===== src/rtl/pipe_ctrl.sv =====
// pipe_ctrl: hazard and stall controller for a five-stage pipeline.
// Drives per-stage load enables and flushes from load-use, redirect,
// instruction/data memory stalls and HALT.
// Optional performance counters are enabled with macro PIPE_CTRL_PERF_EN.
module pipe_ctrl (
    input  logic       clk,
    input  logic       rst,
    input  logic [2:0] FD_rs,
    input  logic       FD_rs_vld,
    input  logic [2:0] FD_rt,
    input  logic       FD_rt_vld,
    input  logic       DX_memRead,
    input  logic       DX_regWrite,
    input  logic [2:0] DX_writeReg,
    input  logic       X_redirect,
    input  logic       imem_stall,
    input  logic       dmem_stall,
    input  logic       MW_halt,
    output logic       pc_en,
    output logic       FD_en,
    output logic       FD_flush,
    output logic       DX_en,
    output logic       DX_flush,
    output logic       XM_en,
    output logic       MW_en,
    output logic       halted
`ifdef PIPE_CTRL_PERF_EN
    ,
    output logic [15:0] stall_cycles,
    output logic [15:0] redirect_cnt
`endif
);

    typedef enum logic [1:0] {
        ST_RUN   = 2'd0,
        ST_IWAIT = 2'd1,
        ST_DWAIT = 2'd2,
        ST_HALT  = 2'd3
    } state_t;

    state_t state_q, state_d;
    logic   kill_q, kill_d;
    logic   load_use_s;
    logic   kill_flush_s;

    assign load_use_s = DX_memRead & DX_regWrite &
                        ((FD_rs_vld & (FD_rs == DX_writeReg)) |
                         (FD_rt_vld & (FD_rt == DX_writeReg)));

    // A pending kill discards the first valid fetch after an imem stall.
    assign kill_flush_s = kill_q & ~imem_stall;

    // State and pending-kill registers.
    always_ff @(posedge clk or negedge rst) begin
        if (!rst) begin
            state_q <= ST_RUN;
            kill_q  <= 1'b0;
        end else begin
            state_q <= state_d;
            kill_q  <= kill_d;
        end
    end

    // Next state and next pending-kill.
    always_comb begin
        state_d = state_q;
        kill_d  = kill_q;
        case (state_q)
            ST_HALT: state_d = ST_HALT;
            ST_RUN, ST_IWAIT, ST_DWAIT: begin
                if (MW_halt & ~dmem_stall) begin
                    state_d = ST_HALT;
                end else if (dmem_stall) begin
                    state_d = ST_DWAIT;
                end else if (imem_stall) begin
                    state_d = ST_IWAIT;
                end else begin
                    state_d = ST_RUN;
                end
            end
            default: state_d = ST_RUN;
        endcase

        // The fetch in flight during a redirect under imem stall is stale;
        // remember that until the fetch completes. Frozen cycles hold it.
        if (state_q == ST_HALT) begin
            kill_d = kill_q;
        end else if (dmem_stall) begin
            kill_d = kill_q;
        end else if (X_redirect & imem_stall) begin
            kill_d = 1'b1;
        end else if (~imem_stall) begin
            kill_d = 1'b0;
        end else begin
            kill_d = kill_q;
        end
    end

    // Stage enables and flushes; combinational for zero-cycle response.
    always_comb begin
        pc_en    = 1'b1;
        FD_en    = 1'b1;
        FD_flush = 1'b0;
        DX_en    = 1'b1;
        DX_flush = 1'b0;
        XM_en    = 1'b1;
        MW_en    = 1'b1;
        halted   = 1'b0;
        if (state_q == ST_HALT) begin
            pc_en  = 1'b0;
            FD_en  = 1'b0;
            DX_en  = 1'b0;
            XM_en  = 1'b0;
            MW_en  = 1'b0;
            halted = 1'b1;
        end else if (dmem_stall) begin
            // Full freeze: redirect and load-use are ignored this cycle.
            pc_en = 1'b0;
            FD_en = 1'b0;
            DX_en = 1'b0;
            XM_en = 1'b0;
            MW_en = 1'b0;
        end else if (X_redirect) begin
            pc_en    = 1'b1;
            FD_flush = 1'b1;
            DX_flush = 1'b1;
        end else if (load_use_s) begin
            // Hold PC and FD, insert a bubble into DX.
            pc_en    = 1'b0;
            FD_en    = 1'b0;
            DX_flush = 1'b1;
            FD_flush = kill_flush_s;
        end else if (imem_stall) begin
            // Fetch not valid: hold PC, feed a NOP into FD, drain the rest.
            pc_en    = 1'b0;
            FD_en    = 1'b0;
            FD_flush = 1'b1;
        end else begin
            pc_en    = 1'b1;
            FD_flush = kill_flush_s;
        end
    end

`ifdef PIPE_CTRL_PERF_EN
    logic [15:0] stall_cycles_q;
    logic [15:0] redirect_cnt_q;
    logic        redirect_acc_s;

    assign redirect_acc_s = (state_q != ST_HALT) & ~dmem_stall & X_redirect;
    assign stall_cycles   = stall_cycles_q;
    assign redirect_cnt   = redirect_cnt_q;

    // Saturating stall/redirect counters, frozen while halted.
    always_ff @(posedge clk or negedge rst) begin
        if (!rst) begin
            stall_cycles_q <= 16'd0;
            redirect_cnt_q <= 16'd0;
        end else if (state_q != ST_HALT) begin
            if (~pc_en && (stall_cycles_q != 16'hFFFF)) begin
                stall_cycles_q <= stall_cycles_q + 16'd1;
            end else begin
                stall_cycles_q <= stall_cycles_q;
            end
            if (redirect_acc_s && (redirect_cnt_q != 16'hFFFF)) begin
                redirect_cnt_q <= redirect_cnt_q + 16'd1;
            end else begin
                redirect_cnt_q <= redirect_cnt_q;
            end
        end else begin
            stall_cycles_q <= stall_cycles_q;
            redirect_cnt_q <= redirect_cnt_q;
        end
    end
`endif

endmodule


===== config.mk =====
export PLATFORM = sky130hd
export DESIGN_NAME = pipe_ctrl
export DESIGN_NICKNAME = d
export VERILOG_FILES = /design/src/rtl/pipe_ctrl.sv
export SDC_FILE = /design/constraint.sdc
export NUM_CORES = 1
export LEC_CHECK = 0
export ABC_AREA = 1
export CELL_PAD_IN_SITES_DETAIL_PLACEMENT = 1
export CELL_PAD_IN_SITES_GLOBAL_PLACEMENT = 2
export CORE_MARGIN = 5
export CORE_UTILIZATION = 11
export DETAILED_ROUTE_END_ITERATION = 12
export PLACE_DENSITY_LB_ADDON = 0.15
export SLEW_MARGIN = 5
export SYNTH_ARGS = -nofsm -noshare
export SYNTH_HDL_FRONTEND = slang
export SYNTH_SLANG_ARGS = --single-unit

===== constraint.sdc =====
create_clock -name clk -period 1.2 [get_ports clk]
set_clock_uncertainty 0.05 [all_clocks]
set_input_delay 0.18 -clock clk [delete_from_list [all_inputs] [get_ports clk]]
set_output_delay 0.18 -clock clk [all_outputs]
set_load 0.01 [all_outputs]

# == After elaboration in Yosys (flattened, before gate mapping) ==
# Index checks and enable logic that the tools add are counted.
# word_totals
reg_bits,3
in_bits,19
out_inout_bits,8
elab_cells,45
# classes
reduce_logical,3
n_bitwise,11
n_mux,23
n_eq_ne,6
# op_table
op,count
2-to-1 mux 1 bit,20
bitwise AND 1 bit,7
equality test 3 bit,2
equality test 2 bit (second input constant),2
2-to-1 mux 2 bit,2
case mux 2 bit (2 select lines),1
inverter 1 bit,3
AND reduction 3 bit,1
OR reduction 3 bit,1
equality test 2 x 1 -> 1 bit (second input constant),1
zero test 2 bit,1
!= test 2 x 1 -> 1 bit (second input constant),1
bitwise OR 1 bit,1

# == Depth between registers and ports, before layout ==
# depth
word_depth,8
mapped_depth,10
ltp_nobuf,9

# == Worst setup path after synthesis ==
# No wires, ideal clock.
# synth_timing
kind,flip-flop to output port
startpoint,reg state_q[1]
endpoint,out pc_en
required_time_ps,970
t_arrival_ps,1119
path_stages_with_launch,9
path_buffers,1
slack_ps,-149
cell_sequence,dfrtp_1 nand2_1 inv_2 nor2_4 inv_2 nor2_1 nand2_1 nand2_1 buf_4
# synth_via
elab_chain_len,2
# synth_lines
item,line,rtl
start: declaration,41,"state_t state_q, state_d;"
start signal: assignment,59,state_q <= state_d;
equality test 2 bit,109,if (state_q == ST_HALT) begin
2-to-1 mux 1 bit,-,
end: declaration,19,"output logic pc_en,"
# No other way between the ends.

# == Final worst setup path ==
# layout_timing
startpoint,reg state_q[0]
endpoint,out FD_en
# layout_via
elab_chain_len,2
# layout_lines
item,line,rtl
equality test 2 bit,109,
2-to-1 mux 1 bit,109,
end: declaration,20,"output logic FD_en,"
# No other way between the ends.

==> metrics.log <==
[metrics] library cell appearing most often on the critical path: sky130_fd_sc_hd__nand2_2
[metrics] critical path arrival: 1.24 ns
[metrics] transition time at the pin with the least slew margin: 0.228 ns
[metrics] mapped cell area: 329 sq um
[metrics] violations in the final reports: setup timing
[metrics] Seq/Total Area, Yosys: 0.228
[metrics] crit path max-delay cell type: sky130_fd_sc_hd__dfrtp_1
[metrics] Largest stage delay, worst path: 0.36 ns
[metrics] final core utilization: 0.245
[metrics] number of buffers inserted during clock tree synthesis: 3
[metrics] cell count after synthesis: 61
[metrics] M1 wire length: 395 um
[metrics] cells traversed along the worst timing path: nand2_2 > inv_2 > nor2_4 > inv_4 > nor2_4 > nand2_2 > nand2_2 > buf_6
[metrics] clock tree root buffer cell: sky130_fd_sc_hd__clkbuf_4
[metrics] Avg Cell Area, Syn: 5.39 sq um
[metrics] total buffers and inverters traversed by the critical path: 3
[metrics] number of vias per cell after detailed routing: 3.58
[metrics] count of boundary I/O pins: 27
[metrics] worst reg2reg startpoint: state_q[0]$_DFF_PN0_
[metrics] Area growth, synth to finish: 109%
[metrics] wire length of the first global-routing pass: 1.79 mm
[metrics] largest net degree at the start of global routing: 5
[metrics] antenna violations before repair: 0
[metrics] highest metal layer used by the detailed router: met3
[metrics] Max-Cap Viols: 0
[metrics] chip width: 64.7 um
[metrics] worst hold slack: 0.0819 ns
[metrics] remaining antenna violation count: 0
[metrics] post-detailed-route DRC marker count: 0
[metrics] clock tree from TritonCTS: yes
[metrics] overall die area: 4190 sq um
[metrics] cell family contributing the most delay on the critical path: simple AND/OR/NAND/NOR gates
[metrics] Static Leakage: 0.364 nW
[metrics] share of cells above drive strength 1: 0.362
[metrics] most used cells in the layout excluding fill and tap cells: sky130_fd_sc_hd__nand2_1, sky130_fd_sc_hd__inv_1, sky130_fd_sc_hd__nor2_1
[metrics] Register-to-Register Setup Slack: -0.10 ns
[metrics] switching part of the total: 0.295
[metrics] CTS max path bufs: 2
[metrics] starting density of the core: 0.117
[metrics] worst slew margin relative to its limit: 0.848
[metrics] final critical delay including setup and external delays: 1.47 ns
[metrics] routed wirelength normalized by instance count: 8.42 um
[metrics] vias post-DR: 448
[metrics] number of iterations in the first detailed-routing pass: 2
[metrics] vias in the first global route: 454
[metrics] kind of critical path: flip-flop to primary output
[metrics] number of antenna repair diodes: 0
[metrics] floorplan die height: 64.7 um
[metrics] Warnings, synthesis: 0
[metrics] RR Endpoint: state_q[1]$_DFF_PN0_
[metrics] total of endpoints with negative setup slack in the final report: 9
[metrics] share of total power in combinational logic: 0.380
[metrics] sequential cell fraction of total power: 0.251
[metrics] First DRT Iteration DRCs: 3
[metrics] Critical Path End Type: primary output
[metrics] Port-buffer cells: 26
[metrics] overall global routing resource usage: 0.0533
[metrics] nature of the critical path startpoint: flip-flop
[metrics] core outline area: 2810 sq um
[metrics] Post-Synthesis Net Count: 80
[metrics] net switching power: 142 uW
[metrics] H-tree levels: 1
[metrics] met3 WL post-DR: 74 um
[metrics] f_max: 0.681 GHz
[metrics] DPL Wire Length: 940 um
[metrics] Internal Pwr Total: 339 uW
[metrics] setup repair after global routing missed its margin: yes
[metrics] final max-slew violation count: 0
[metrics] fin nets: 114
[metrics] share of the clock period used by the worst path: 1.22
[metrics] Min-Delay Path Class: primary input to asynchronous set/reset pin
[metrics] power density normalized to cell area: 699 nW/um^2
[metrics] most common cell after layout, fill and taps aside: sky130_fd_sc_hd__nand2_1
[metrics] R2R cell count: 7
[metrics] clk slew on worst S/H paths: 0.04 ns
[metrics] total wirelength of the detailed-routed design: 1.05 mm
[metrics] synth unique cells: 13
[metrics] maximum fanout along the worst path: 4
[metrics] final weighted congestion in routability-driven placement: 0.612
[metrics] outcome: finished, violations left
[metrics] maximum resistive drop on vdd: 0.130 mV
[metrics] Fin. Hold Viols: 0
[metrics] post-synthesis sequential element count: 3
[metrics] number of clock sinks seen by CTS: 3
[metrics] number of rows in the core area: 19
[metrics] final worst slack: -0.268 ns
[metrics] clock power share: 0.370
[metrics] total congestion overflow: 0
[metrics] met2 routed WL: 582 um
[metrics] data required time of the worst path: 0.97 ns
[metrics] clock latency on the worst-skew pair: 0.23 ns
## stage by stage
| step | instances | instance area (sq um) | power [mW] | setup TNS (ns) | worst slack, ns |
|---|---|---|---|---|---|
| floorplan | 61 | 334 | 0.204 | -0.117 | -0.117 |
| global placement | 119 | 641 | 0.314 | -5.04 | -0.863 |
| detailed placement | 119 | 641 | 0.315 | -4.95 | -0.836 |
| CTS | 125 | 689 | 0.497 | -1.95 | -0.291 |
| global route | 125 | 687 | 0.526 | -2.28 | -0.336 |
| finish | 125 | 687 | 0.480 | -1.72 | -0.268 |
## metal layers
layer	vias to the layer above	track usage
met4	0	0.0237
li1	239	-
met5	-	0
met3	0	0.0225
met1	199	0.0550
met2	10	0.0941
## layout make-up
cell class,count,area (sq um)
repair buffers,32,288
inverters,13,51.3
flip-flops and latches,3,75.1
clock buffers,4,26.3
well taps,31,38.8
fillers,359,2120
multi-input cells,42,208
## Yosys cell counts (all sizes together)
library cell | count | area [sq um]
a21oi | 2 | 13.8
inv | 13 | 48.8
o21ai | 2 | 13.8
dfrtp | 3 | 75.1
buf | 3 | 22.5
nand2 | 26 | 100
nor2 | 11 | 48.8
or2 | 1 | 6.26
## worst max-delay path by stage
stage | start | endpoint | slack [ns] | depth (start not counted)
after floorplan | state_q[1]$_DFF_PN0_ | pc_en | -0.12 | 8
after CTS | state_q[0]$_DFF_PN0_ | FD_en | -0.29 | 8
final | state_q[0]$_DFF_PN0_ | FD_en | -0.27 | 8
after global routing | state_q[0]$_DFF_PN0_ | pc_en | -0.34 | 8
after detailed placement | DX_writeReg[0] | DX_flush | -0.84 | 10
after global placement | DX_writeReg[1] | DX_flush | -0.86 | 10
## state kept, by name, summed over array words and instances, names as in the netlist
| signal | flops |
|---|---|
| state_q | 2 |
| kill_q | 1 |
## cells by family (layout without fill, tap and decap cells)
logic type	count (synthesis)	count (layout)	synth area share
and+or+nand+nor	38	38	0.472
buffers and inverters	16	49	0.217
AOI/OAI and AO/OA	4	4	0.0836
DFF	3	3	0.228
## power groups by stage
stage / combinational, mW / sequential [mW] / clock, mW
after global placement: 0.192 / 0.122 / 0
after floorplan: 0.0830 / 0.120 / 0
after detailed placement: 0.193 / 0.121 / 0
after CTS: 0.187 / 0.121 / 0.190
after global routing: 0.206 / 0.122 / 0.198
final: 0.182 / 0.120 / 0.177
## repair_timing
item / 4_1_cts / 5_1_grt
hold buffers: 0 / 0
buffers inserted: 2 / 0
resized for setup: 54 / 7
endpoints found under the setup margin: 9 / 10
pin swaps: 18 / 7
(Power assumes the default switching activity.)
